<file path="src/rtl/cksum_pkg.sv">
// Shared types and helpers for the header checksum transmitter.
// Holds the FSM state encoding, default frame geometry and the ones-complement adder.
package cksum_pkg;

    typedef enum logic [1:0] {
        LOAD = 2'd0,
        FOLD = 2'd1,
        SEND = 2'd2
    } state_t;

    localparam int DEF_HDR_WORDS = 10;
    localparam int DEF_CK_IDX    = 5;

    // The carry out of the 17-bit sum wraps into bit 0; the result can never carry again.
    function automatic logic [15:0] ones_add(input logic [15:0] a, input logic [15:0] b);
        logic [16:0] s;
        s = {1'b0, a} + {1'b0, b};
        return s[15:0] + {15'd0, s[16]};
    endfunction

endpackage

</file>
<file path="src/rtl/word_serializer.sv">
// Loads one 16-bit word and shifts it out N bits per cycle, MSB-first.
// o_last flags the final chunk of the currently loaded word.
module word_serializer #(
    parameter int N = 2
) (
    input  logic         clk,
    input  logic         rst,
    input  logic         i_load,
    input  logic [15:0]  i_word,
    input  logic         i_shift,
    output logic [N-1:0] o_chunk,
    output logic         o_last
);

    localparam int CHUNKS = 16 / N;
    localparam int CNT_W  = (CHUNKS > 1) ? $clog2(CHUNKS) : 1;

    logic [15:0]      r_shreg;
    logic [CNT_W-1:0] r_cnt;

    // A load restarts the chunk counter; it wins over a shift in the same cycle.
    always_ff @(posedge clk or posedge rst) begin
        if (rst) begin
            r_shreg <= '0;
            r_cnt   <= '0;
        end else if (i_load) begin
            r_shreg <= i_word;
            r_cnt   <= '0;
        end else if (i_shift) begin
            r_shreg <= r_shreg << N;
            r_cnt   <= o_last ? '0 : r_cnt + CNT_W'(1);
        end
    end

    assign o_chunk = r_shreg[15 -: N];
    assign o_last  = (r_cnt == CNT_W'(CHUNKS - 1));

endmodule

</file>
<file path="src/rtl/cksum_tx.sv">
// Buffers a header, computes its ones-complement checksum and transmits it N bits per cycle.
// Optional feature: define CKSUM_TX_STATS_EN to add the frame_cnt completed-frame counter.
module cksum_tx
    import cksum_pkg::*;
#(
    parameter int N         = 2,
    parameter int HDR_WORDS = DEF_HDR_WORDS,
    parameter int CK_IDX    = DEF_CK_IDX
) (
    input  logic         clk,
    input  logic         rst,
    input  logic         axiiv,
    input  logic [15:0]  axiid,
    output logic         axiov,
    output logic [N-1:0] axiod,
    output logic         busy
`ifdef CKSUM_TX_STATS_EN
    ,
    output logic [15:0]  frame_cnt
`endif
);

    localparam int IDX_W = (HDR_WORDS > 1) ? $clog2(HDR_WORDS) : 1;

    state_t           r_state;
    state_t           w_next_state;
    logic [IDX_W-1:0] r_wcnt;
    logic [IDX_W-1:0] r_widx;
    logic [IDX_W-1:0] w_next_widx;
    logic [15:0]      r_sum;
    logic [15:0]      r_cksum;
    logic [15:0]      r_buf [HDR_WORDS];

    logic             w_accept;
    logic             w_last_word_in;
    logic [15:0]      w_addend;
    logic             w_ser_last;
    logic             w_word_done;
    logic             w_frame_done;
    logic             w_ser_load;
    logic [15:0]      w_first_word;
    logic [15:0]      w_ser_word;
    logic [N-1:0]     w_chunk;

    assign w_accept       = (r_state == LOAD) && axiiv;
    assign w_last_word_in = w_accept && (r_wcnt == IDX_W'(HDR_WORDS - 1));
    assign w_addend       = (r_wcnt == IDX_W'(CK_IDX)) ? 16'h0000 : axiid;
    assign w_word_done    = (r_state == SEND) && w_ser_last;
    assign w_frame_done   = w_word_done && (r_widx == IDX_W'(HDR_WORDS - 1));
    assign w_next_widx    = r_widx + IDX_W'(1);

    // Word 0 is loaded during FOLD, before the checksum register exists.
    assign w_first_word = (CK_IDX == 0) ? ~r_sum : r_buf[0];
    assign w_ser_load   = (r_state == FOLD) || (w_word_done && !w_frame_done);
    assign w_ser_word   = (r_state == FOLD) ? w_first_word :
                          (w_next_widx == IDX_W'(CK_IDX)) ? r_cksum : r_buf[w_next_widx];

    always_ff @(posedge clk or posedge rst) begin
        if (rst) begin
            r_state <= LOAD;
        end else begin
            r_state <= w_next_state;
        end
    end

    always_comb begin
        w_next_state = r_state;
        case (r_state)
            LOAD:    if (w_last_word_in) w_next_state = FOLD;
            FOLD:    w_next_state = SEND;
            SEND:    if (w_frame_done) w_next_state = LOAD;
            default: w_next_state = LOAD;
        endcase
    end

    always_comb begin
        axiov = 1'b0;
        axiod = '0;
        busy  = 1'b0;
        if (r_state == SEND) begin
            axiov = 1'b1;
            axiod = w_chunk;
            busy  = 1'b1;
        end else if (r_state == FOLD) begin
            busy = 1'b1;
        end
    end

    always_ff @(posedge clk or posedge rst) begin
        if (rst) begin
            r_wcnt  <= '0;
            r_widx  <= '0;
            r_sum   <= '0;
            r_cksum <= '0;
        end else begin
            if (w_accept) begin
                r_wcnt <= r_wcnt + IDX_W'(1);
                r_sum  <= ones_add(r_sum, w_addend);
            end
            if (r_state == FOLD) begin
                r_cksum <= ~r_sum;
                r_widx  <= '0;
            end
            if (w_word_done) begin
                r_widx <= w_next_widx;
            end
            if (w_frame_done) begin
                r_wcnt <= '0;
                r_widx <= '0;
                r_sum  <= '0;
            end
        end
    end

    // Header storage needs no reset: every slot is rewritten before it is sent.
    always_ff @(posedge clk) begin
        if (w_accept) begin
            r_buf[r_wcnt] <= axiid;
        end else if (r_state == FOLD) begin
            r_buf[CK_IDX] <= ~r_sum;
        end
    end

    word_serializer #(
        .N(N)
    ) u_ser (
        .clk     (clk),
        .rst     (rst),
        .i_load  (w_ser_load),
        .i_word  (w_ser_word),
        .i_shift (r_state == SEND),
        .o_chunk (w_chunk),
        .o_last  (w_ser_last)
    );

`ifdef CKSUM_TX_STATS_EN
    logic [15:0] r_frame_cnt;

    always_ff @(posedge clk or posedge rst) begin
        if (rst) begin
            r_frame_cnt <= '0;
        end else if (w_frame_done) begin
            r_frame_cnt <= r_frame_cnt + 16'd1;
        end
    end

    assign frame_cnt = r_frame_cnt;
`endif

endmodule

</file>
<file path="config.mk">
export PLATFORM = sky130hd
export DESIGN_NAME = cksum_tx
export DESIGN_NICKNAME = d
export VERILOG_FILES = /design/src/rtl/cksum_pkg.sv /design/src/rtl/word_serializer.sv /design/src/rtl/cksum_tx.sv
export SDC_FILE = /design/constraint.sdc
export NUM_CORES = 1
export LEC_CHECK = 0
export CAP_MARGIN = 20
export CORE_ASPECT_RATIO = 0.8
export CORE_MARGIN = 4
export CORE_UTILIZATION = 50
export CTS_BUF_LIST = sky130_fd_sc_hd__clkbuf_4 sky130_fd_sc_hd__clkbuf_8 sky130_fd_sc_hd__clkbuf_16
export CTS_CLUSTER_DIAMETER = 80
export DETAILED_ROUTE_END_ITERATION = 12
export PLACE_DENSITY = 0.66
export SYNTH_ARGS = -nofsm -noshare
export SYNTH_HDL_FRONTEND = slang
export SYNTH_SLANG_ARGS = --single-unit
</file>
<file path="constraint.sdc">
create_clock -name clk -period 4.95 [get_ports clk]
set_clock_uncertainty 0.1 [all_clocks]
set_input_delay 0.99 -clock clk [delete_from_list [all_inputs] [get_ports clk]]
set_output_delay 0.99 -clock clk [all_outputs]
set_load 0.02 [all_outputs]
</file>
==> results.sh, run 1 <==
export IMPL_outcome="finished, final reports clean"
export IMPL_fin_cells=1094
export IMPL_die_area_um2=23100
export IMPL_muxShareOfSynthArea_pct=10.5
export IMPL_worstRegToRegCells=23
export IMPL_drt_iter0_markers=514
export IMPL_power_w=0.00714
export IMPL_num_rows=46
export IMPL_clock_fmax_mhz=212
export IMPL_ys_ff_latch=221
export IMPL_diodes=0
export IMPL_peakVddDrop_uv=448
export IMPL_min_from="r_buf[0][5]$_DFFE_PP_"
export IMPL_cts_buffer_depth=3
export IMPL_met1_usage_pct=30.2
export IMPL_rr_startpoint="r_wcnt[1]$_DFFE_PP0P_"
export IMPL_crit_type="reg -> reg"
export IMPL_synth_nets=822
export IMPL_slew_headroom_pct=34.1
export IMPL_post_route_util_pct=59.1
export IMPL_synth_xor_area_share_pct=2.63
export IMPL_period_share_pct=95.2
export IMPL_cts_inserted_buffers=22
export IMPL_root_buffer="clkbuf_16"
export IMPL_arrival_ns=5.02
export IMPL_p_switching_w=0.00251
export IMPL_swShare_pct=35.2
export IMPL_yosys_warnings=0
export IMPL_gp_congestion=0.835
export IMPL_final_seq_area_um2=6330
export IMPL_overflow=0
export IMPL_dp_hpwl_mm=15.2
export IMPL_finalWorstSetupSlack_ns=0.240
export IMPL_cap_violations=0
export IMPL_fin_crit_ns=4.71
export IMPL_clkPwrFrac_pct=23.9
export IMPL_die_w_um=169
export IMPL_crit_required_ns=5.26
export IMPL_grt_busiest_layer="met2"
export IMPL_drtAntennaViolNets=0
export IMPL_grt_usage_pct=20.6
export IMPL_start_util_pct=51.6
export IMPL_post_place_ws_ns=-0.268
export IMPL_clk_pin_slew_ns=0.06
export IMPL_synth_top_area_cell="edfxtp_1"
export IMPL_finalSetupViolations=0
export IMPL_r2r_slack_ns=0.24
export IMPL_seq_area_frac_synth_pct=61.1
export IMPL_grt_pass1_vias=6565
export IMPL_end_kind="register"
export IMPL_grt_pass1_wl_mm=36.9
export IMPL_placed_cells=1050
export IMPL_ys_flop_type="edfxtp_1"
export IMPL_clk_latency_ns=0.50
export IMPL_wirelength_mm=23.2
export IMPL_p_leak_nw=4.26
export IMPL_synth_top_area_share_pct=46.4
export IMPL_min_to="u_ser.r_shreg[5]$_DFFE_PP0P_"
export IMPL_synth_adder_area_share_pct=3.58
export IMPL_synth_top_family_by_area="compound AO/OA/AOI/OAI gates"
export IMPL_maxSlewViolCount=0
export IMPL_grtUsageMet2_pct=33.0
export IMPL_wl_per_cell_um=21.2
export IMPL_hold_path_class="reg -> reg"
export IMPL_yosysMostFrequentCell="edfxtp_1"
export IMPL_synthSimpleGateAreaFrac_pct=9.37
export IMPL_hold_ws_ns=0.383
export IMPL_ios=23
export IMPL_postSynthCellCount=774
export IMPL_p_int_w=0.00463
export IMPL_r2r_end="r_sum[8]$_DFFE_PP0P_"
export IMPL_multi_input_area_um2=3860
export IMPL_share_seq_of_total_power_pct=39.4
export IMPL_drtPass1Iterations=5
export IMPL_ys_types=61
export IMPL_synth_edf_count=160
export IMPL_vias=6434
export IMPL_synth_common_cells="160 x edfxtp_1, 93 x nor2_1, 61 x dfrtp_1"
export IMPL_syn2layout_area_growth_pct=14.6
export IMPL_core_area_um2=20100
export IMPL_synthTopCellsByArea="edfxtp_1 46%, dfrtp_1 15%, mux4_2 7.0%"
export IMPL_fill_cells=1536
export IMPL_layout_drive_gt1_share_pct=16.6
export IMPL_viasPerCell=5.88
export IMPL_synth_compound_area_share_pct=10.6
export IMPL_p_per_area_nw_per_um2=601
export IMPL_htreeDepth=1
export IMPL_port_buffers=22
export IMPL_worstSetupStartpointType="register"
export IMPL_hold_depth=2
export IMPL_synth_area_per_cell_um2=13.4
export IMPL_drc=0
export IMPL_cts_tree="built"
export IMPL_dieHeight_um=137
export IMPL_cts_sink_count=221
export IMPL_met3_usage_pct=3.93
export IMPL_async_flop_share_pct=27.6
export IMPL_cp_max_fo=14
export IMPL_antenna_found_initial=0
export IMPL_synth_area_um2=10400
export IMPL_tightest_slew_ns=0.988
export IMPL_grt_max_degree=54
export IMPL_combPwrFrac_pct=36.7
export IMPL_nets=862
export IMPL_finalHoldViolCount=0
==> cell families after synthesis <==
logic type | after synthesis
adder cells (fa/ha/maj) | 29
flip-flops | 221
XOR/XNOR | 29
buffers and inverters | 60
multiplexers | 68
AO/OA/AOI/OAI | 162
AND/OR/NAND/NOR | 205
==> timing repair <==
item,in CTS,in global routing
endpoints found under the setup margin,0,10
gates resized for setup,0,7
endpoints found under the hold margin,0,0
hold buffers,0,0
setup buffers,0,0
==> placed cells by master (no fill, tap or decap), types with 5 or more instances in the layout <==
| cell | n |
|---|---|
| a211oi_1 | 29 |
| a21o_1 | 7 |
| a21oi_1 | 56 |
| and2_1 | 19 |
| buf_4 | 33 |
| clkbuf_16 | 23 |
| clkbuf_4 | 7 |
| clkdlybuf4s50_1 | 22 |
| clkinv_1 | 5 |
| dfrtp_1 | 59 |
| edfxtp_1 | 160 |
| ha_1 | 26 |
| inv_1 | 16 |
| mux2i_1 | 34 |
| mux4_2 | 32 |
| nand2_1 | 39 |
| nand2b_1 | 6 |
| nand3_1 | 10 |
| nor2_1 | 92 |
| nor2b_1 | 6 |
| nor3_1 | 5 |
| o21ai_0 | 18 |
| o22ai_1 | 14 |
| o31ai_1 | 14 |
| xnor2_1 | 14 |
| xor2_1 | 12 |
==> sequential cells by signal (all words and copies together) (netlist names) <==
register,cells
r_cksum,16
u_ser.r_shreg,16
r_state,2
r_wcnt,4
r_buf,160
r_sum,16
u_ser.r_cnt,3
r_widx,4
==> critical path, stage by stage (launching register included) <==
cell      delay (ns)
dfrtp_2         0.47
inv_1           0.11
ha_1            0.19
nand3b_1        0.15
buf_4           0.23
and2_1          0.17
ha_1            0.31
or2_1           0.28
a31oi_2         0.27
a211oi_2        0.08
o31a_1          0.31
o21ai_0         0.25
nand2b_1        0.09
a21o_1          0.21
ha_1            0.19
nor2b_1         0.14
nand2_1         0.11
nor2_2          0.06
buf_4           0.15
nand3_1         0.17
nor3_2          0.08
xnor2_1         0.23
nor2_1          0.09
nor3_1          0.16
==> layer usage <==
metal / vias to the layer above / wire [um]
met2: 207 / 11000
li1: 2998 / -
met1: 3199 / 10300
met4: 0 / 348
met5: - / 0
met3: 30 / 1640
==> cell type report <==
cell class              instances  share of cell area (%)
clock buffers                  29                    5.23
clock inverters                11                    1.04
inverters                      17                   0.538
multi-input cells             493                    32.5
flip-flops and latches        221                    53.4
well taps                     264                    2.78
repair buffers                 59                    4.51
==> how the worst max path moves through the flow <==
stage / from / to / depth (start not counted)
final: r_wcnt[1]$_DFFE_PP0P_ / r_sum[8]$_DFFE_PP0P_ / 23
after detailed placement: axiid[0] / r_sum[8]$_DFFE_PP0P_ / 22
after global placement: axiid[0] / r_sum[12]$_DFFE_PP0P_ / 21
after floorplan: axiid[0] / r_sum[12]$_DFFE_PP0P_ / 20
after CTS: r_wcnt[1]$_DFFE_PP0P_ / r_sum[8]$_DFFE_PP0P_ / 24
after global routing: r_wcnt[1]$_DFFE_PP0P_ / r_sum[8]$_DFFE_PP0P_ / 23
==> power groups by stage <==
stage | registers (W) | clock network, W | logic (W)
after floorplan | 0.00274 | 0 | 0.00189
after global placement | 0.00282 | 0 | 0.00249
after detailed placement | 0.00284 | 0 | 0.00257
after CTS | 0.00280 | 0.00173 | 0.00259
after global routing | 0.00285 | 0.00181 | 0.00291
final | 0.00281 | 0.00171 | 0.00262
==> per-stage QoR <==
stage	instance area, um^2	TNS [ns]
finish	11900	0
global route	11900	-0.0190
CTS	11800	0
detailed placement	11000	-1.28
global placement	11000	0
floorplan	10400	0
(Power assumes the default switching activity.)
==> inputs of run 2 (changes only) <==
--- a/config.mk
+++ b/config.mk
@@ -12,7 +12,7 @@
 export CTS_BUF_LIST = sky130_fd_sc_hd__clkbuf_4 sky130_fd_sc_hd__clkbuf_8 sky130_fd_sc_hd__clkbuf_16
 export CTS_CLUSTER_DIAMETER = 80
 export DETAILED_ROUTE_END_ITERATION = 12
-export PLACE_DENSITY = 0.66
+export DONT_BUFFER_PORTS = 1
 export SYNTH_ARGS = -nofsm -noshare
 export SYNTH_HDL_FRONTEND = slang
 export SYNTH_SLANG_ARGS = --single-unit
==> run 2 against run 1 <==
Fmax increased by 2.0%. Final cell count down 2.8%. Register-to-register slack improved by 0.09 ns. Die area unchanged. Via count is 2.1% lower. Core utilization is 1.6 points lower. Total power shrank 1.2%. Wire length grew 2.8%. Combinational power is 3% lower. Critical endpoint is now r_sum[12]$_DFFE_PP0P_. Largest cell class unchanged.
==> results.sh, run 2 (synthesis results as in run 1) <==
export IMPL_drtAntennaViolNets=0
export IMPL_post_place_ws_ns=0.101
export IMPL_final_common_cell="edfxtp_1"
export IMPL_grt_max_degree=58
export IMPL_p_int_w=0.00453
export IMPL_crit_required_ns=5.29
export IMPL_arrival_ns=4.95
export IMPL_viasPerCell=5.92
export IMPL_cp_top_family="simple AND/OR/NAND/NOR gates"
export IMPL_p_switching_w=0.00252
export IMPL_diodes=0
export IMPL_die_w_um=169
export IMPL_fin_cells=1063
export IMPL_fin_crit_ns=4.62
export IMPL_rr_startpoint="r_wcnt[1]$_DFFE_PP0P_"
export IMPL_end_kind="register"
export IMPL_r2r_slack_ns=0.33
export IMPL_grt_pass1_vias=6379
export IMPL_period_share_pct=93.3
export IMPL_cts_buffer_depth=3
export IMPL_crit_chain="inv_1, ha_1, nand3b_1, buf_4, and2_1, ha_2, a21o_1, a21oi_1, o21ai_0, o31a_1, o21ai_0, nand2b_1, a21o_1, ha_1, nor2b_1, nand2_1, nor2_2, nand2_1, nor3_4, nor3b_2, xor2_1, a211oi_2"
export IMPL_gp_congestion=0.854
export IMPL_swShare_pct=35.8
export IMPL_worstRegToRegCells=22
export IMPL_cp_max_fo=15
export IMPL_slew_headroom_pct=27.2
export IMPL_cpPeakStageDelay_ns=0.42
export IMPL_finalSetupViolations=0
export IMPL_power_w=0.00705
export IMPL_num_rows=46
export IMPL_wirelength_mm=23.9
export IMPL_cts_tree="built"
export IMPL_layout_drive_gt1_share_pct=15.9
export IMPL_wl_per_cell_um=22.5
export IMPL_clk_pin_slew_ns=0.06
export IMPL_peakVddDrop_uv=403
export IMPL_finalWorstSetupSlack_ns=0.334
export IMPL_combPwrFrac_pct=36.2
export IMPL_overflow=0
export IMPL_cp_buffers_inverters=2
export IMPL_cap_violations=0
export IMPL_tightest_slew_ns=1.08
export IMPL_dieHeight_um=137
export IMPL_vias=6298
export IMPL_hold_path_class="in -> async"
export IMPL_core_area_um2=20100
export IMPL_p_leak_nw=4.11
export IMPL_clk_latency_ns=0.51
export IMPL_cts_inserted_buffers=23
export IMPL_syn2layout_area_growth_pct=11.4
export IMPL_ios=23
export IMPL_crit_type="reg -> reg"
export IMPL_port_buffers=0
export IMPL_nets=830
export IMPL_grt_usage_pct=20.8
export IMPL_worstSetupStartpointType="register"
export IMPL_drc=0
export IMPL_largest_register_ffs=160
export IMPL_regMostFlops="r_buf"
export IMPL_outcome="finished, final reports clean"
export IMPL_share_seq_of_total_power_pct=39.7
export IMPL_post_route_util_pct=57.5
export IMPL_finalHoldViolCount=0
export IMPL_drtPass1Iterations=5
export IMPL_clkPwrFrac_pct=24.1
export IMPL_cp_slowest_cell="ha_2"
export IMPL_die_area_um2=23100
export IMPL_antenna_found_initial=0
export IMPL_placed_cells=1021
export IMPL_final_cell_mix="160 x edfxtp_1, 92 x nor2_1, 60 x dfrtp_1"
export IMPL_dp_hpwl_mm=15.7
export IMPL_r2r_end="r_sum[12]$_DFFE_PP0P_"
export IMPL_clock_fmax_mhz=217
export IMPL_drt_iter0_markers=609
export IMPL_start_util_pct=51.6
export IMPL_grt_pass1_wl_mm=36.9
export IMPL_cts_sink_count=221
export IMPL_root_buffer="clkbuf_16"
export IMPL_p_per_area_nw_per_um2=611
export IMPL_htreeDepth=1
export IMPL_maxSlewViolCount=0
run 2: power by group through the flow:
stage / Clock (W) / Sequential, W / Combinational (W)
after detailed placement: 0 / 0.00283 / 0.00252
after CTS: 0.00174 / 0.00280 / 0.00254
final: 0.00170 / 0.00280 / 0.00255
after global placement: 0 / 0.00281 / 0.00245
after floorplan: 0 / 0.00274 / 0.00189
after global routing: 0.00182 / 0.00283 / 0.00283
run 2: worst max-delay path by stage:
| stage | start | end | slack [ns] | depth (start not counted) |
|---|---|---|---|---|
| 2_1_floorplan | axiid[0] | r_sum[12]$_DFFE_PP0P_ | 0.63 | 20 |
| 3_3_place_gp | axiid[0] | r_sum[12]$_DFFE_PP0P_ | 0.26 | 20 |
| 3_5_place_dp | axiid[0] | r_sum[12]$_DFFE_PP0P_ | 0.10 | 20 |
| 4_1_cts | r_wcnt[1]$_DFFE_PP0P_ | r_sum[12]$_DFFE_PP0P_ | 0.17 | 22 |
| 5_1_grt | r_wcnt[1]$_DFFE_PP0P_ | r_sum[14]$_DFFE_PP0P_ | -0.006 | 22 |
| 6_report | r_wcnt[1]$_DFFE_PP0P_ | r_sum[12]$_DFFE_PP0P_ | 0.33 | 22 |
run 2: metrics by stage:
stage                TNS, ns  hold WS [ns]  cell area, um^2
floorplan                  0         0.349            10400
global placement           0         0.358            10800
detailed placement         0         0.366            10800
CTS                        0         0.307            11500
global route        -0.00582         0.338            11500
finish                     0         0.310            11500
run 2: worst reg2reg max path, stage by stage (launching register included):
cell      delay (ns)
dfrtp_1         0.38
inv_1           0.09
ha_1            0.18
nand3b_1        0.12
buf_4           0.22
and2_1          0.18
ha_2            0.42
a21o_1          0.15
a21oi_1         0.08
o21ai_0         0.40
o31a_1          0.21
o21ai_0         0.12
nand2b_1        0.10
a21o_1          0.14
ha_1            0.14
nor2b_1         0.21
nand2_1         0.13
nor2_2          0.24
nand2_1         0.16
nor3_4          0.24
nor3b_2         0.22
xor2_1          0.10
a211oi_2        0.23
run 2: cell type report:
type | instances | area [um^2]
well taps | 264 | 330
fillers | 1604 | 8540
clock inverters | 13 | 115
clock buffers | 29 | 627
repair buffers | 26 | 215
flip-flops and latches | 221 | 6330
inverters | 17 | 63.8
multi-input cells | 493 | 3860
run 2: per-layer routing:
layer	global-route usage, %	wire length [um]	vias to the layer above
met5	0	0	-
met4	4.10	437	0
met3	3.44	1140	36
met2	33.1	11100	151
met1	30.8	11200	3184
li1	-	-	2927
run 2: what timing repair did:
| action | CTS | global route |
|---|---|---|
| setup buffers | 0 | 0 |
| setup endpoints to repair | 0 | 6 |
| hold buffers | 0 | 0 |
| resized for setup | 0 | 4 |
